<file path="src/rtl/mc_ctrl.sv">
// Multi-cycle main controller for the MIPS-subset datapath.
// Steps each instruction through IF/ID/EX/MEM/WB and handshakes with a variable-latency data memory.
module mc_ctrl #(
  parameter logic [3:0] MEM_TIMEOUT = 4'd15
) (
  input  logic        clk,
  input  logic        rst,
  input  logic [5:0]  op,
  input  logic [5:0]  func,
  input  logic        Zero,
  input  logic        mem_ack,
  output logic        PCWr,
  output logic [1:0]  PCSrc,
  output logic        IRWr,
  output logic        ExtOp,
  output logic        ALUSrc,
  output logic [2:0]  ALUctr,
  output logic        RegDst,
  output logic        RegWr,
  output logic        MemtoReg,
  output logic        MemRead,
  output logic        MemWr,
  output logic [2:0]  state,
  output logic        halted,
  output logic [1:0]  err,
  output logic [31:0] retired
);

  typedef enum logic [2:0] {
    S_IF   = 3'd0,
    S_ID   = 3'd1,
    S_EX   = 3'd2,
    S_MEM  = 3'd3,
    S_WB   = 3'd4,
    S_HALT = 3'd7
  } state_t;

  typedef enum logic [2:0] {
    C_R, C_ORI, C_ADDIU, C_LW, C_SW, C_BEQ, C_J
  } cls_t;

  state_t     cur;
  cls_t       cls_q;
  logic [2:0] alu_q;
  logic [3:0] wait_cnt;

  logic       dec_ok;
  cls_t       dec_cls;
  logic [2:0] dec_alu;

  assign state = cur;

  always_comb begin
    dec_ok  = 1'b1;
    dec_cls = C_R;
    dec_alu = 3'b000;
    case (op)
      6'b000000: begin
        case (func)
          6'b100001: dec_alu = 3'b000;
          6'b100011: dec_alu = 3'b100;
          6'b100101: dec_alu = 3'b010;
          6'b101010: dec_alu = 3'b111;
          default:   dec_ok  = 1'b0;
        endcase
      end
      6'b001101: begin dec_cls = C_ORI;   dec_alu = 3'b010; end
      6'b001001: dec_cls = C_ADDIU;
      6'b100011: dec_cls = C_LW;
      6'b101011: dec_cls = C_SW;
      6'b000100: begin dec_cls = C_BEQ;   dec_alu = 3'b100; end
      6'b000010: dec_cls = C_J;
      default:   dec_ok = 1'b0;
    endcase
  end

  // The timeout fires on the cycle wait_cnt would reach MEM_TIMEOUT; an ack in that same cycle wins.
  always_ff @(posedge clk) begin
    if (rst) begin
      cur      <= S_IF;
      cls_q    <= C_R;
      alu_q    <= 3'b000;
      wait_cnt <= 4'd0;
      halted   <= 1'b0;
      err      <= 2'b00;
      retired  <= 32'd0;
    end else begin
      case (cur)
        S_IF: cur <= S_ID;
        S_ID: begin
          if (!dec_ok) begin
            err    <= 2'b01;
            halted <= 1'b1;
            cur    <= S_HALT;
          end else begin
            cls_q <= dec_cls;
            alu_q <= dec_alu;
            if (dec_cls == C_J) begin
              retired <= retired + 32'd1;
              cur     <= S_IF;
            end else begin
              cur <= S_EX;
            end
          end
        end
        S_EX: begin
          wait_cnt <= 4'd0;
          case (cls_q)
            C_BEQ: begin
              retired <= retired + 32'd1;
              cur     <= S_IF;
            end
            C_LW, C_SW: cur <= S_MEM;
            default:    cur <= S_WB;
          endcase
        end
        S_MEM: begin
          if (mem_ack) begin
            if (cls_q == C_LW) begin
              cur <= S_WB;
            end else begin
              retired <= retired + 32'd1;
              cur     <= S_IF;
            end
          end else if (wait_cnt == MEM_TIMEOUT - 4'd1) begin
            err    <= 2'b10;
            halted <= 1'b1;
            cur    <= S_HALT;
          end else begin
            wait_cnt <= wait_cnt + 4'd1;
          end
        end
        S_WB: begin
          retired <= retired + 32'd1;
          cur     <= S_IF;
        end
        S_HALT: cur <= S_HALT;
        default: cur <= S_IF;
      endcase
    end
  end

  // Moore decode from state and latched class; only ID (jump) looks at op, and BEQ's PCWr follows Zero.
  always_comb begin
    PCWr     = 1'b0;
    PCSrc    = 2'b00;
    IRWr     = 1'b0;
    ExtOp    = 1'b0;
    ALUSrc   = 1'b0;
    ALUctr   = 3'b000;
    RegDst   = 1'b0;
    RegWr    = 1'b0;
    MemtoReg = 1'b0;
    MemRead  = 1'b0;
    MemWr    = 1'b0;
    case (cur)
      S_IF: begin
        IRWr = 1'b1;
        PCWr = 1'b1;
      end
      S_ID: begin
        if (dec_ok && dec_cls == C_J) begin
          PCWr  = 1'b1;
          PCSrc = 2'b10;
        end
      end
      S_EX: begin
        ALUctr = alu_q;
        ALUSrc = (cls_q == C_ORI) || (cls_q == C_ADDIU) || (cls_q == C_LW) || (cls_q == C_SW);
        ExtOp  = (cls_q == C_ADDIU) || (cls_q == C_LW) || (cls_q == C_SW);
        if (cls_q == C_BEQ) begin
          PCWr  = Zero;
          PCSrc = 2'b01;
        end
      end
      S_MEM: begin
        MemRead = (cls_q == C_LW);
        MemWr   = (cls_q == C_SW);
      end
      S_WB: begin
        RegWr    = 1'b1;
        RegDst   = (cls_q == C_R);
        MemtoReg = (cls_q == C_LW);
      end
      default: ;
    endcase
    if (rst) begin
      PCWr    = 1'b0;
      IRWr    = 1'b0;
      RegWr   = 1'b0;
      MemRead = 1'b0;
      MemWr   = 1'b0;
    end
  end

endmodule

</file>
<file path="config.mk">
export PLATFORM = sky130hd
export DESIGN_NAME = mc_ctrl
export DESIGN_NICKNAME = d
export VERILOG_FILES = /design/src/rtl/mc_ctrl.sv
export SDC_FILE = /design/constraint.sdc
export NUM_CORES = 1
export LEC_CHECK = 0
export CORE_MARGIN = 2
export CORE_UTILIZATION = 50
export CTS_BUF_LIST = sky130_fd_sc_hd__clkbuf_8
export CTS_CLUSTER_SIZE = 12
export DETAILED_ROUTE_END_ITERATION = 8
export PLACE_DENSITY_LB_ADDON = 0.2
export SYNTH_ARGS = -nofsm -noshare
export SYNTH_HDL_FRONTEND = slang
export SYNTH_SLANG_ARGS = --single-unit
</file>
<file path="constraint.sdc">
create_clock -name clk -period 5.4 [get_ports clk]
set_clock_uncertainty 0.05 [all_clocks]
set_input_delay 1.08 -clock clk [delete_from_list [all_inputs] [get_ports clk]]
set_output_delay 1.08 -clock clk [all_outputs]
set_load 0.05 [all_outputs]
</file>
After elaboration in Yosys (flattened, before gate mapping):

Cells that the tools add are included.

* add/subtract/negate cells: 2
* equal/unequal tests: 32
* reductions and logical operators: 19
* mux-type cells: 49

Operators with widths (count)
* $mux W32: 5
* $pmux W32 S4: 1
* $eq A6 B6 Y1 const B: 6
* $add A32 B1 Y32 const B: 1
* $mux W1: 20
* $ne A2 B2 Y1 const B: 9
* $pmux W3 S3: 2
* $pmux W3 S6: 1
* $eq A3 B3 Y1 const B: 5
* $mux W3: 5
* $pmux W3 S5: 1
* $eq A3 B2 Y1 const B: 4
* $eq A6 B4 Y1 const B: 2
* $mux W2: 5
* $mux W4: 2
* $pmux W2 S2: 2
* $pmux W4 S2: 1
* $eq A3 B1 Y1 const B: 2
* $eq A6 B2 Y1 const B: 1
* $eq A6 B3 Y1 const B: 1
* $logic_not A3 Y1: 2
* $logic_not A6 Y1: 1
* $pmux W3 S2: 1
* $reduce_and A6 Y1: 1
* 15 further kinds: 21

* input port bits: 16
* word-level logic and storage cells: 109
* output and inout port bits: 52
* bits in registers: 48

Depth between registers and ports, before layout:

* depth in word-level cells: 8
* mapped depth: 9
* mapped depth without buffers: 7

Worst setup path before layout:

OpenSTA, ideal clock, no wires.

* path kind: input port to output port
* from: input rst
* to: output IRWr
* cell stages on the path: 3
* arrival: 2.924 ns
* buffers on the path: 2
* path slack: 1.346 ns
* data required time: 4.270 ns
* path through: clkbuf_1 > clkbuf_1 > nor4_1

* longest elaborated chain between the ends: 1

RTL lines
* start: declaration: line 7 `input logic rst,`
* $mux W1: line 187 `if (rst) begin`
* end: declaration: line 14 `output logic IRWr,`

Every way passes these cells.

Worst setup path in the final report:

* from: input op[0]
* to: output PCWr

* longest elaborated chain between the ends: 7
* elaborated cells between the ends (all ways): 15

RTL lines
* start: declaration: line 8 `input logic [5:0] op,`
* $eq A6 B2 Y1, or another cell as far along: line 57 `case (op)`
* $pmux W3 S6 / $reduce_or A6 Y1 (equally long branches)
* $eq A3 B3 Y1 / $pmux W1 S2 (equally long branches): line 162, 57
* $logic_and A1 B1 Y1 (*): line 162 `if (dec_ok && dec_cls == C_J) begin`
* $mux W1 (*): line 162
* $pmux W1 S3 (*): line 156 `case (cur)`
* $mux W1 (*): line 187
* end: declaration: line 12 `output logic PCWr,`

Mark *: on every way between the ends. The rest lies on a longest branch, timed or not.

==> results.toml <==
[route]
first_pass_iters = 4
ant_nets = 0
wire_per_inst_um = 14.7
wl_um = 7160
drt_iter0_markers = 195
drc = 0
vias_per_cell = 6.06
vias = 2965

[logic_synthesis]
yosysWarnings = 0
synthesis.area_mm2 = 0.00285
synth_top_area_frac = 0.337
synthDistinctLibCells = 51
synth_cells = 364
syn_nets = 383
synth-main-ff-cell = "dfxtp_1"
synth_top_area_cell = "dfxtp_1"
seq_area_frac_synth = 0.337
synthArstFlopShare = 0
ys_ff_latch = 48
avgSynthCellArea_um2 = 7.83
synth_edf_count = 0
synthTopCellsByArea = "dfxtp_1 34%, a21oi_1 7.2%, or4_1 5.8%"

[setup_path]
crit_path_start_kind = "primary input"
arrival_ps = 3220
rr_startpoint = "state[1]"
crit_type = "primary input to primary output"
reg2reg_slack_ps = 2800
rr_worst_depth = 6
timing.rr.end = "retired[22]"
crit_path_end_kind = "primary output"
worstPathMaxFanout = 7
critPathRequiredTime_ps = 4270

[sta]
max-slew-margin-rel = 0.620
setup_viol = 0
post-route-period-util = 0.806
max_freq_ghz = 0.230
rsz0062_at_grt = "no"
tightest_slew_ps = 569
final.setup.tns_ps = 0
min_period_ps = 4350
hold_viol = 0
final-max-slew-violation-count = 0

[worst_hold_path]
min_to = "alu_q[0]"
hp-class = "flop to flop"
hp-start = "alu_q[0]"
whs_path_depth = 2

[floorplanning]
rows = 27
start_util = 0.518
die_w_um = 79.5
core_area_mm2 = 0.00551
pin_count = 68
dieArea_mm2 = 0.00632
die_h_um = 79.5

[cells_and_area]
diodes = 0
final_cells = 489
syn2layout_area_growth_pct = 26.8
final_cell_area_mm2 = 0.00361
fill_cells = 485
drive_above_1_share = 0.0552
final_nets = 435

[clocking]
cts_tree = "done"
root_buffer = "clkbuf_8"
cts_max_level = 2
clockBufferDepth = 2
path_clk_slew_ps = 80
clock_latency_ps = 300
cts_made_buffers = 5
cts_sinks = 48
hold_buffers = 0
cts.repair.resized = 0
postCtsSetupBuffers = 0

[power_and_ir_drop]
combPwrFrac = 0.365
switching_power_uw = 409
p_seq_frac = 0.419
intPower_uw = 616
vdd_ir_drop_max_uv = 195
p_per_area_mw_per_mm2 = 284
switching_share = 0.399
p_leak_nw = 1.14
power.share.clock = 0.216

[place]
finalWeightedCongestion = 0.914
place_hpwl_um = 5130
place.port_buffers = 67
dp_cells = 481
placed_area_mm2 = 0.00352

[flow_run]
cap_violations = 0

[grt]
grt_max_degree = 49
grt_pass1_vias = 2698
antenna_found_initial = 0
track_usage = 0.233
overflow = 0
grt_pass1_wl_um = 12100

[outcome]
outcome = "finished, final reports clean"
kinds of logic after synthesis:
family          count (synthesis)  synth area share
mux                             6            0.0211
compound gates                101             0.231
fa+ha+maj                       3            0.0132
flops                          48             0.337
simple gates                  162             0.322
buf+inv                        38            0.0579
xor+xnor                        6            0.0184
cells in the mapped netlist, drive strengths merged (3+ instances only):
cell	instances
inv	14
and3	11
a211oi	4
dfxtp	48
nand2	25
or2	4
and2	4
o21ai	9
nor4	4
buf	9
nor2b	5
xnor2	3
ha	3
o31ai	19
a31o	4
o21a	3
a21oi	41
nor3	14
a31oi	4
nand3b	5
or3	6
xor2	3
nand2b	3
nand3	16
nand4	13
mux2i	6
clkbuf	15
or4	22
nor2	22
routing by layer:
| layer | vias to the layer above | share of wire | track usage | wire [um] |
|---|---|---|---|---|
| met5 | - | 0 | 0 | 0 |
| met4 | 0 | 0.013 | 0.0931 | 93 |
| met3 | 10 | 0.049 | 0.0419 | 349 |
| met2 | 78 | 0.50 | 0.398 | 3550 |
| met1 | 1397 | 0.44 | 0.288 | 3170 |
| li1 | 1480 | - | - | - |
sequential cells by signal, indices dropped and copies added (netlist names):
signal,cells
retired,32
wait_cnt,4
alu_q,3
cls_q,3
state,3
err,2
halted,1
worst max-delay path by stage:
stage | start | endpoint | slack, ps | cells after the start
5_1_grt | op[0] | PCWr | 930 | 6
3_3_place_gp | op[0] | PCWr | 1140 | 6
2_1_floorplan | rst | IRWr | 1350 | 3
6_report | op[0] | PCWr | 1050 | 6
3_5_place_dp | op[0] | PCWr | 1080 | 6
4_1_cts | op[0] | PCWr | 1050 | 6
stage by stage:
stage / setup slack (ps) / hold WS (ps) / util / power [mW]
floorplan: 1350 / 380 / - / 0.699
global placement: 1140 / 401 / 0.640 / 0.811
detailed placement: 1080 / 404 / 0.640 / 0.812
CTS: 1050 / 419 / 0.656 / 1.03
global route: 927 / 468 / 0.656 / 1.08
finish: 1050 / 415 / 0.656 / 1.03
layout make-up:
type,instances,area (um2),share of cell area
Multi-Input combinational cell,278,1730,0.479
Clock buffer,6,82.6,0.0228
Timing Repair Buffer,69,686,0.190
Clock inverter,2,10.0,0.00277
Tap cell,72,90.1,0.0249
Inverter,14,52.6,0.0145
Sequential cell,48,961,0.266
layout by cell type, fill, tap and decap left out, drive strengths merged, types with 5 or more instances in the layout:
cell,synthesis,final
clkdlybuf4s50,0,67
dfxtp,48,48
a21oi,41,41
nand2,25,25
nor2,22,22
or4,22,22
o31ai,19,19
nand3,16,16
inv,14,14
nor3,14,14
nand4,13,13
and3,11,11
o21ai,9,9
or3,6,6
mux2i,6,6
clkbuf,15,6
nand3b,5,5
nor2b,5,5
power by group through the flow:
stage          clock network [mW]  registers (mW)  logic, mW
2_1_floorplan                   0           0.481      0.218
3_3_place_gp                    0           0.439      0.373
3_5_place_dp                    0           0.438      0.374
4_1_cts                     0.226           0.430      0.376
5_1_grt                     0.240           0.437      0.402
6_report                    0.221           0.429      0.375
critical path, stage by stage:
cell and delay [ps]:
clkdlybuf4s50_1 520, nor2_1 310, nand3_1 170, nor2_1 170, o211a_1 170, clkdlybuf4s50_1 790
Note: power is estimated with default switching activity, not from simulation.
